`config.mk`:
```
export PLATFORM = sky130hd
export DESIGN_NAME = shift_count_register
export DESIGN_NICKNAME = d
export VERILOG_FILES = /design/src/rtl/shift_count_register.sv
export SDC_FILE = /design/constraint.sdc
export NUM_CORES = 1
export LEC_CHECK = 0
export ABC_CLOCK_PERIOD_IN_PS = 2200
export CAP_MARGIN = 40
export CORE_AREA = 4 4 54 56
export DETAILED_ROUTE_END_ITERATION = 10
export DIE_AREA = 0 0 58 60
export PLACE_DENSITY = 0.77
export SYNTH_ARGS = -nofsm -noshare
export SYNTH_HDL_FRONTEND = slang
export SYNTH_SLANG_ARGS = --single-unit
```
`constraint.sdc`:
```
create_clock -name clk -period 2.2 [get_ports clk]
set_input_delay 0.44 -clock clk [delete_from_list [all_inputs] [get_ports clk]]
set_output_delay 0.44 -clock clk [all_outputs]
set_load 0.03 [all_outputs]
```
`src/rtl/shift_count_register.sv`:
```
// General-purpose datapath register: clear, load, count, shift and rotate in one cycle,
// with optional unsigned saturation and a Z/N/C/V flag set.
module shift_count_register #(
  parameter int                    DATA_WIDTH  = 8,
  parameter int                    SATURATE    = 0,
  parameter logic [DATA_WIDTH-1:0] RESET_VALUE = '0
) (
  input  logic                  clk,
  input  logic                  rst,
  input  logic                  ctrl_clr,
  input  logic                  ctrl_load,
  input  logic                  ctrl_incr,
  input  logic                  ctrl_decr,
  input  logic                  ctrl_shl,
  input  logic                  ctrl_shr,
  input  logic                  ctrl_rol,
  input  logic                  ctrl_ror,
  input  logic                  shift_in,
  input  logic [DATA_WIDTH-1:0] data_in,
  output logic [DATA_WIDTH-1:0] data_out,
  output logic                  flag_z,
  output logic                  flag_n,
  output logic                  flag_c,
  output logic                  flag_v
);

  localparam logic [DATA_WIDTH-1:0] ALL_ONES = {DATA_WIDTH{1'b1}};
  localparam logic [DATA_WIDTH-1:0] MAX_POS  = {1'b0, {(DATA_WIDTH-1){1'b1}}};
  localparam logic [DATA_WIDTH-1:0] MIN_NEG  = {1'b1, {(DATA_WIDTH-1){1'b0}}};
  localparam logic [DATA_WIDTH-1:0] ONE      = {{(DATA_WIDTH-1){1'b0}}, 1'b1};
  localparam bit                    SAT_EN   = (SATURATE != 0);

  logic [DATA_WIDTH-1:0] r_data;
  logic                  r_c;
  logic                  r_v;

  logic [DATA_WIDTH-1:0] w_data_next;
  logic                  w_c_next;
  logic                  w_v_next;
  logic                  w_at_max;
  logic                  w_at_zero;

  assign w_at_max  = (r_data == ALL_ONES);
  assign w_at_zero = (r_data == '0);

  // Priority chain: only the highest asserted control executes; nothing asserted holds.
  always_comb begin
    w_data_next = r_data;
    w_c_next    = r_c;
    w_v_next    = r_v;
    if (ctrl_clr) begin
      w_data_next = '0;
      w_c_next    = 1'b0;
      w_v_next    = 1'b0;
    end else if (ctrl_load) begin
      w_data_next = data_in;
      w_c_next    = 1'b0;
      w_v_next    = 1'b0;
    end else if (ctrl_incr) begin
      w_c_next = w_at_max;
      w_v_next = (r_data == MAX_POS);
      if (SAT_EN && w_at_max) begin
        w_data_next = r_data;
      end else begin
        w_data_next = r_data + ONE;
      end
    end else if (ctrl_decr) begin
      w_c_next = w_at_zero;
      w_v_next = (r_data == MIN_NEG);
      if (SAT_EN && w_at_zero) begin
        w_data_next = r_data;
      end else begin
        w_data_next = r_data - ONE;
      end
    end else if (ctrl_shl) begin
      w_data_next = {r_data[DATA_WIDTH-2:0], shift_in};
      w_c_next    = r_data[DATA_WIDTH-1];
      w_v_next    = r_data[DATA_WIDTH-1] ^ r_data[DATA_WIDTH-2];
    end else if (ctrl_shr) begin
      w_data_next = {shift_in, r_data[DATA_WIDTH-1:1]};
      w_c_next    = r_data[0];
      w_v_next    = 1'b0;
    end else if (ctrl_rol) begin
      w_data_next = {r_data[DATA_WIDTH-2:0], r_data[DATA_WIDTH-1]};
      w_c_next    = r_data[DATA_WIDTH-1];
      w_v_next    = 1'b0;
    end else if (ctrl_ror) begin
      w_data_next = {r_data[0], r_data[DATA_WIDTH-1:1]};
      w_c_next    = r_data[0];
      w_v_next    = 1'b0;
    end
  end

  always_ff @(posedge clk) begin
    if (rst) begin
      r_data <= RESET_VALUE;
      r_c    <= 1'b0;
      r_v    <= 1'b0;
    end else begin
      r_data <= w_data_next;
      r_c    <= w_c_next;
      r_v    <= w_v_next;
    end
  end

  // Z and N are derived from the live register so they can never lag data_out.
  assign data_out = r_data;
  assign flag_z   = (r_data == '0);
  assign flag_n   = r_data[DATA_WIDTH-1];
  assign flag_c   = r_c;
  assign flag_v   = r_v;

endmodule

```
---- Yosys cells after proc, flatten, opt, wreduce, memory -nomap -nowiden ----
Cells that the tools add are included.
storage, ports and cells
  register bits ........................... 10
operators by class
  add/sub/neg operators ................... 2
  bitwise operators ....................... 1
  eq/ne operators ......................... 3
  reduce and logical (&&, ||, !) cells .... 5
  multiplexer cells ....................... 19
operators with widths
  kind                                               count
  2-to-1 mux 8 bit                                   7
  == test 8 bit (second input constant)              2
  2-to-1 mux 1 bit                                   12
  adder 8 x 1 -> 8 bit (second input constant)       1
  == test 8 x 7 -> 1 bit (second input constant)     1
  logical NOT 8 bit                                  1
  subtractor 8 x 1 -> 8 bit (second input constant)  1
  nonzero test 7 bit                                 1
  nonzero test 6 bit                                 1
  OR reduction 3 bit                                 1
  OR reduction 2 bit                                 1
  XOR 1 bit                                          1

---- Logic depth before layout (Yosys ltp) ----
Gate-level depths: netlist of the first run.
  word-level depth ........................ 7
  depth in mapped cells ................... 7
  depth with buffers taken out ............ 7

---- Worst setup path before layout of the first run ----
OpenSTA, ideal clock, no wires.
  kind .................................... reg2reg
  start point ............................. reg r_data[0], in the netlist data_out[0]
  end point ............................... reg r_data[4], in the netlist data_out[4]
  path slack .............................. 0.366 ns
  buffers on the path ..................... 0
  data arrival time ....................... 1.738 ns
  setup time .............................. 0.095 ns
  clock period less this slack ............ 1.834 ns
  stages on the path, launching flop included .. 8
  cells stage by stage .................... dfxtp_1 > inv_1 > ha_1 > nor3b_1 > xnor2_1 > nand2_1 > o2111ai_1 > a221oi_1
on the way
  cells in the longest elaborated chain, start to end .. 4
  elaborated cells on any way between the ends .. 5
  those cells by class .................... add/sub (2); mux (3)
RTL lines
  item                       line  text
  from (decl)                33    logic [DATA_WIDTH-1:0] r_data;
  from (signal assigned)     100   r_data <= w_data_next;
  subtractor 8 x 1 -> 8 bit  73    w_data_next = r_data - ONE;
  2-to-1 mux 8 bit           67    end else if (ctrl_decr) begin
  2-to-1 mux 8 bit (*)       59    end else if (ctrl_incr) begin
  2-to-1 mux 8 bit (*)       55    end else if (ctrl_load) begin
Mark *: on every way between the ends. The rest lies on a longest branch, timed or not.
A chain may end at the register's enable or synchronous reset.

---- Worst setup path in the final report of the first run ----
  start point ............................. reg r_data[2], in the netlist data_out[2]
  end point ............................... out flag_z
on the way
  cells in the longest elaborated chain, start to end .. 1
RTL lines
  item               line  text
  logical NOT 8 bit  108   assign flag_z = (r_data == '0);
  to (decl)          21    output logic flag_z,
No other way between the ends.

==> results by group, run 1 <==
Floorplan
  • Chip width: 58 um
  • Chip height: 60 um
  • Die area: 3480 um^2
  • FP Rows: 18
  • IO Count: 31
  • Initial Util: 46.5%
  • Core Box Area: 2430 um^2

Yosys
  • Syn Std Cell Area: 1130 um^2
  • Cells after synthesis: 150
  • Area share of the largest cell type after synthesis: 17.7%
  • Largest family of logic cells by synthesized area: compound AO/OA/AOI/OAI gates
  • Synth top area cells: dfxtp_1 18%, ha_1 7.7%, a21oi_1 4.0%, nor2_1 4.0%, nand2_1 3.3%
  • Sequential cell area fraction in the yosys report: 17.7%
  • Leading area contributor after synthesis: dfxtp_1
  • Synth cell types: 50
  • Multiplexer share of the synthesized area: 2.77%
  • Yosys warning total: 0
  • Synth Area in XOR/XNOR: 3.10%
  • Synth Area in Compound Gates: 33.3%
  • Simple-gate portion of the synthesized area: 28.3%
  • Post-synthesis adder-cell area fraction: 7.74%
  • Mean post-synth cell area: 7.54 um^2
  • Post-Syn Nets: 176
  • Synth Register Bits: 10

STA
  • Unrepaired setup endpoints after global routing: false
  • Skew final: 0.00155 ns
  • Slew @ Worst Pin: 0.597 ns
  • Hold Slack: 0.513 ns
  • Final Critical Period: 2.16 ns
  • FMAX: 464 MHz
  • # setup viols final: 0
  • Final Cycle Share: 98.1%
  • Max Slew Vio Count: 0
  • Final Hold Vio Count: 0
  • Setup TNS: 0 ns
  • Max_slew headroom: 59.8%

Drt
  • Highest routed layer: met4
  • Met2 routed WL: 1.79 mm
  • ANT nets after route: 0
  • Detail-routed via count per cell: 5.89
  • DRC Markers: 0
  • Drt first pass iters: 5
  • Wire length per cell: 16.7 um
  • Vias: 1314
  • Metal-1 WL: 1.68 mm
  • Iteration-0 DRC Markers: 48
  • Met3 Routed Length: 206 um
  • Total wire length: 3.73 mm

Global routing
  • First-pass GRT wire length: 5.80 mm
  • Vias in the first global route: 1292
  • Total GRT Usage: 21.7%
  • Largest net degree at the start of global routing: 12
  • Initial antenna violation count: 0
  • Total grt overflow: 0

Clock tree
  • Worst-path clk slew: 0.06 ns
  • Root Buffer: clkbuf_4
  • # Post-CTS Setup Buffers: 0
  • Htree depth: 1
  • Worst-Skew Late Latency: 0.26 ns
  • TritonCTS clock tree: done
  • Post-cts hold buffer count: 0
  • Clock sinks: 10
  • Post-cts sizing count: 0
  • CTS buffer count: 3
  • Clock tree buffer depth: 2

Power
  • Worst VDD drop: 421 uV
  • Final total power: 610 uW
  • Lkg Pwr: 0.000599 uW
  • Power Density: 384 nW/um^2

Placed design
  • Port bufs: 30
  • Post-DP HPWL: 2.95 mm
  • GP Congestion: 0.927

Setup path
  • Critical path type: reg -> out
  • Worst setup SP type: flip-flop
  • CP required: 1.76 ns
  • Crit path DAT: 1.72 ns
  • Crit-path max FO: 7
  • R2R Setup Slk: 0.24 ns
  • Capturing element type of the critical path: primary output

Cells and area
  • Area grow syn2layout: 40.5%
  • Share of layout cells above drive strength 1: 17.1%
  • # nets final: 221
  • ANT cells: 0
  • Layout filler cell count: 244

Hold path
  • Hold Crit Class: reg -> reg

Outcome
  • Status: finished, final reports clean

Flow run
  • Max-Cap Viols: 0
[routing by layer]
layer  global-route usage (%)  up-vias
li1                         -      657
met1                     26.8      611
met2                     36.8       42
met3                     5.18        4
met4                     7.28        0
met5                        0        -
[cells in the mapped netlist (all sizes together)]
library cell and number:
nor3b 2, clkinv 1, dfxtp 10, xnor2 4, nand4 4, o32ai 1, nand3 5, nand4b 1
a21oi 9, or3 2, o21a 1, o2bb2a 1, o221ai 3, o21ai 8, nor4 2, a221oi 4
o31ai 2, and3 2, nor2b 3, o2111ai 2, a22oi 1, o221a 2, o22ai 1, nor2 14
ha 7, or4 1, nand2 10, a2111oi 1, nand2b 2, nor3 8, o311ai 1, a2bb2oi 1
a211oi 4, clkbuf 3, o211ai 5, inv 9, a221o 1, mux2i 2, or2 2, o211a 1
mux2 1, buf 6
[kinds of logic after synthesis]
logic type	Yosys count
xor gates and xnor gates	4
adders and majority gates	7
and+or+nand+nor	58
muxes	3
buffers and inverters	19
AOI/OAI and AO/OA	49
DFF	10
[where the power goes]
group	switching, uW	leakage [uW]	internal, uW	total (uW)
Sequential	19.2	0.0000817	189	209
Combinational	143	0.000503	136	279
Clock	59.6	0.0000138	63.1	123
[path summary, 6_finish.rpt]
path                             startpoint     endpoint  cells past startpoint
worst max-delay path            data_out[2]       flag_z                      3
worst min-delay path                 flag_c       flag_c                      2
worst max register to register  data_out[0]  data_out[4]                      7
worst min register to register       flag_c       flag_c                      2
[cell type report]
class / count / area, um^2 / area share (%)
sequential: 10 / 200 / 12.6
clock buffer: 3 / 22.5 / 1.42
timing repair buffer: 49 / 440 / 27.7
tap: 30 / 37.5 / 2.36
inverter: 10 / 37.5 / 2.36
multi-input combinational: 121 / 851 / 53.5
[sequential cells by signal, summed over array words and instances, names as in the netlist]
| signal | flops |
|---|---|
| flag_c | 1 |
| data_out | 8 |
| flag_v | 1 |
[critical path, cell delays in order (launching register included)]
cell and delay [ns]:
dfxtp_1 0.39, nor4_2 0.61, and3_1 0.28, buf_4 0.17
[per-stage QoR]
stage | cells | utilization, % | cell area [um^2] | worst slack (ns)
5_1_grt | 223 | 65.3 | 1590 | 0.00487
2_1_floorplan | 150 | - | 1130 | 0.366
3_5_place_dp | 220 | 64.4 | 1570 | -0.0454
6_report | 223 | 65.3 | 1590 | 0.0426
4_1_cts | 223 | 65.3 | 1590 | 0.0869
3_3_place_gp | 220 | 64.4 | 1570 | -0.0623
[cell usage in the layout, fill, tap and decap left out, types with 2 or more instances in the layout]
cell type,n
a211oi_1,4
a21oi_1,9
a221oi_1,4
and3_1,2
buf_4,20
clkbuf_4,3
clkdlybuf4s50_1,29
dfxtp_1,10
ha_1,7
inv_1,9
mux2i_1,2
nand2_1,10
nand2b_1,2
nand3_1,5
nand4_1,4
nor2_1,12
nor2_2,2
nor2b_1,3
nor3_1,7
nor3b_1,2
nor4_2,2
o2111ai_1,2
o211ai_1,4
o21ai_0,7
o221a_1,2
o221ai_1,3
o31ai_1,2
xnor2_1,4
Note: power is estimated with default switching activity, not from simulation.
==> inputs of run 2 (changes only) <==
--- a/config.mk
+++ b/config.mk
@@ -11,6 +11,7 @@
 export DETAILED_ROUTE_END_ITERATION = 10
 export DIE_AREA = 0 0 58 60
 export PLACE_DENSITY = 0.77
+export SKIP_CTS_REPAIR_TIMING = 1
 export SYNTH_ARGS = -nofsm -noshare
 export SYNTH_HDL_FRONTEND = slang
 export SYNTH_SLANG_ARGS = --single-unit
==> results of run 2 <==
Final layout, timing and power as in run 1 (identical DEF).
==> inputs of run 3 (changes only) <==
--- a/config.mk
+++ b/config.mk
@@ -8,6 +8,7 @@
 export ABC_CLOCK_PERIOD_IN_PS = 2200
 export CAP_MARGIN = 40
 export CORE_AREA = 4 4 54 56
+export CTS_CLUSTER_SIZE = 14
 export DETAILED_ROUTE_END_ITERATION = 10
 export DIE_AREA = 0 0 58 60
 export PLACE_DENSITY = 0.77
==> results of run 3 <==
Final layout, timing and power as in run 1 (identical DEF).
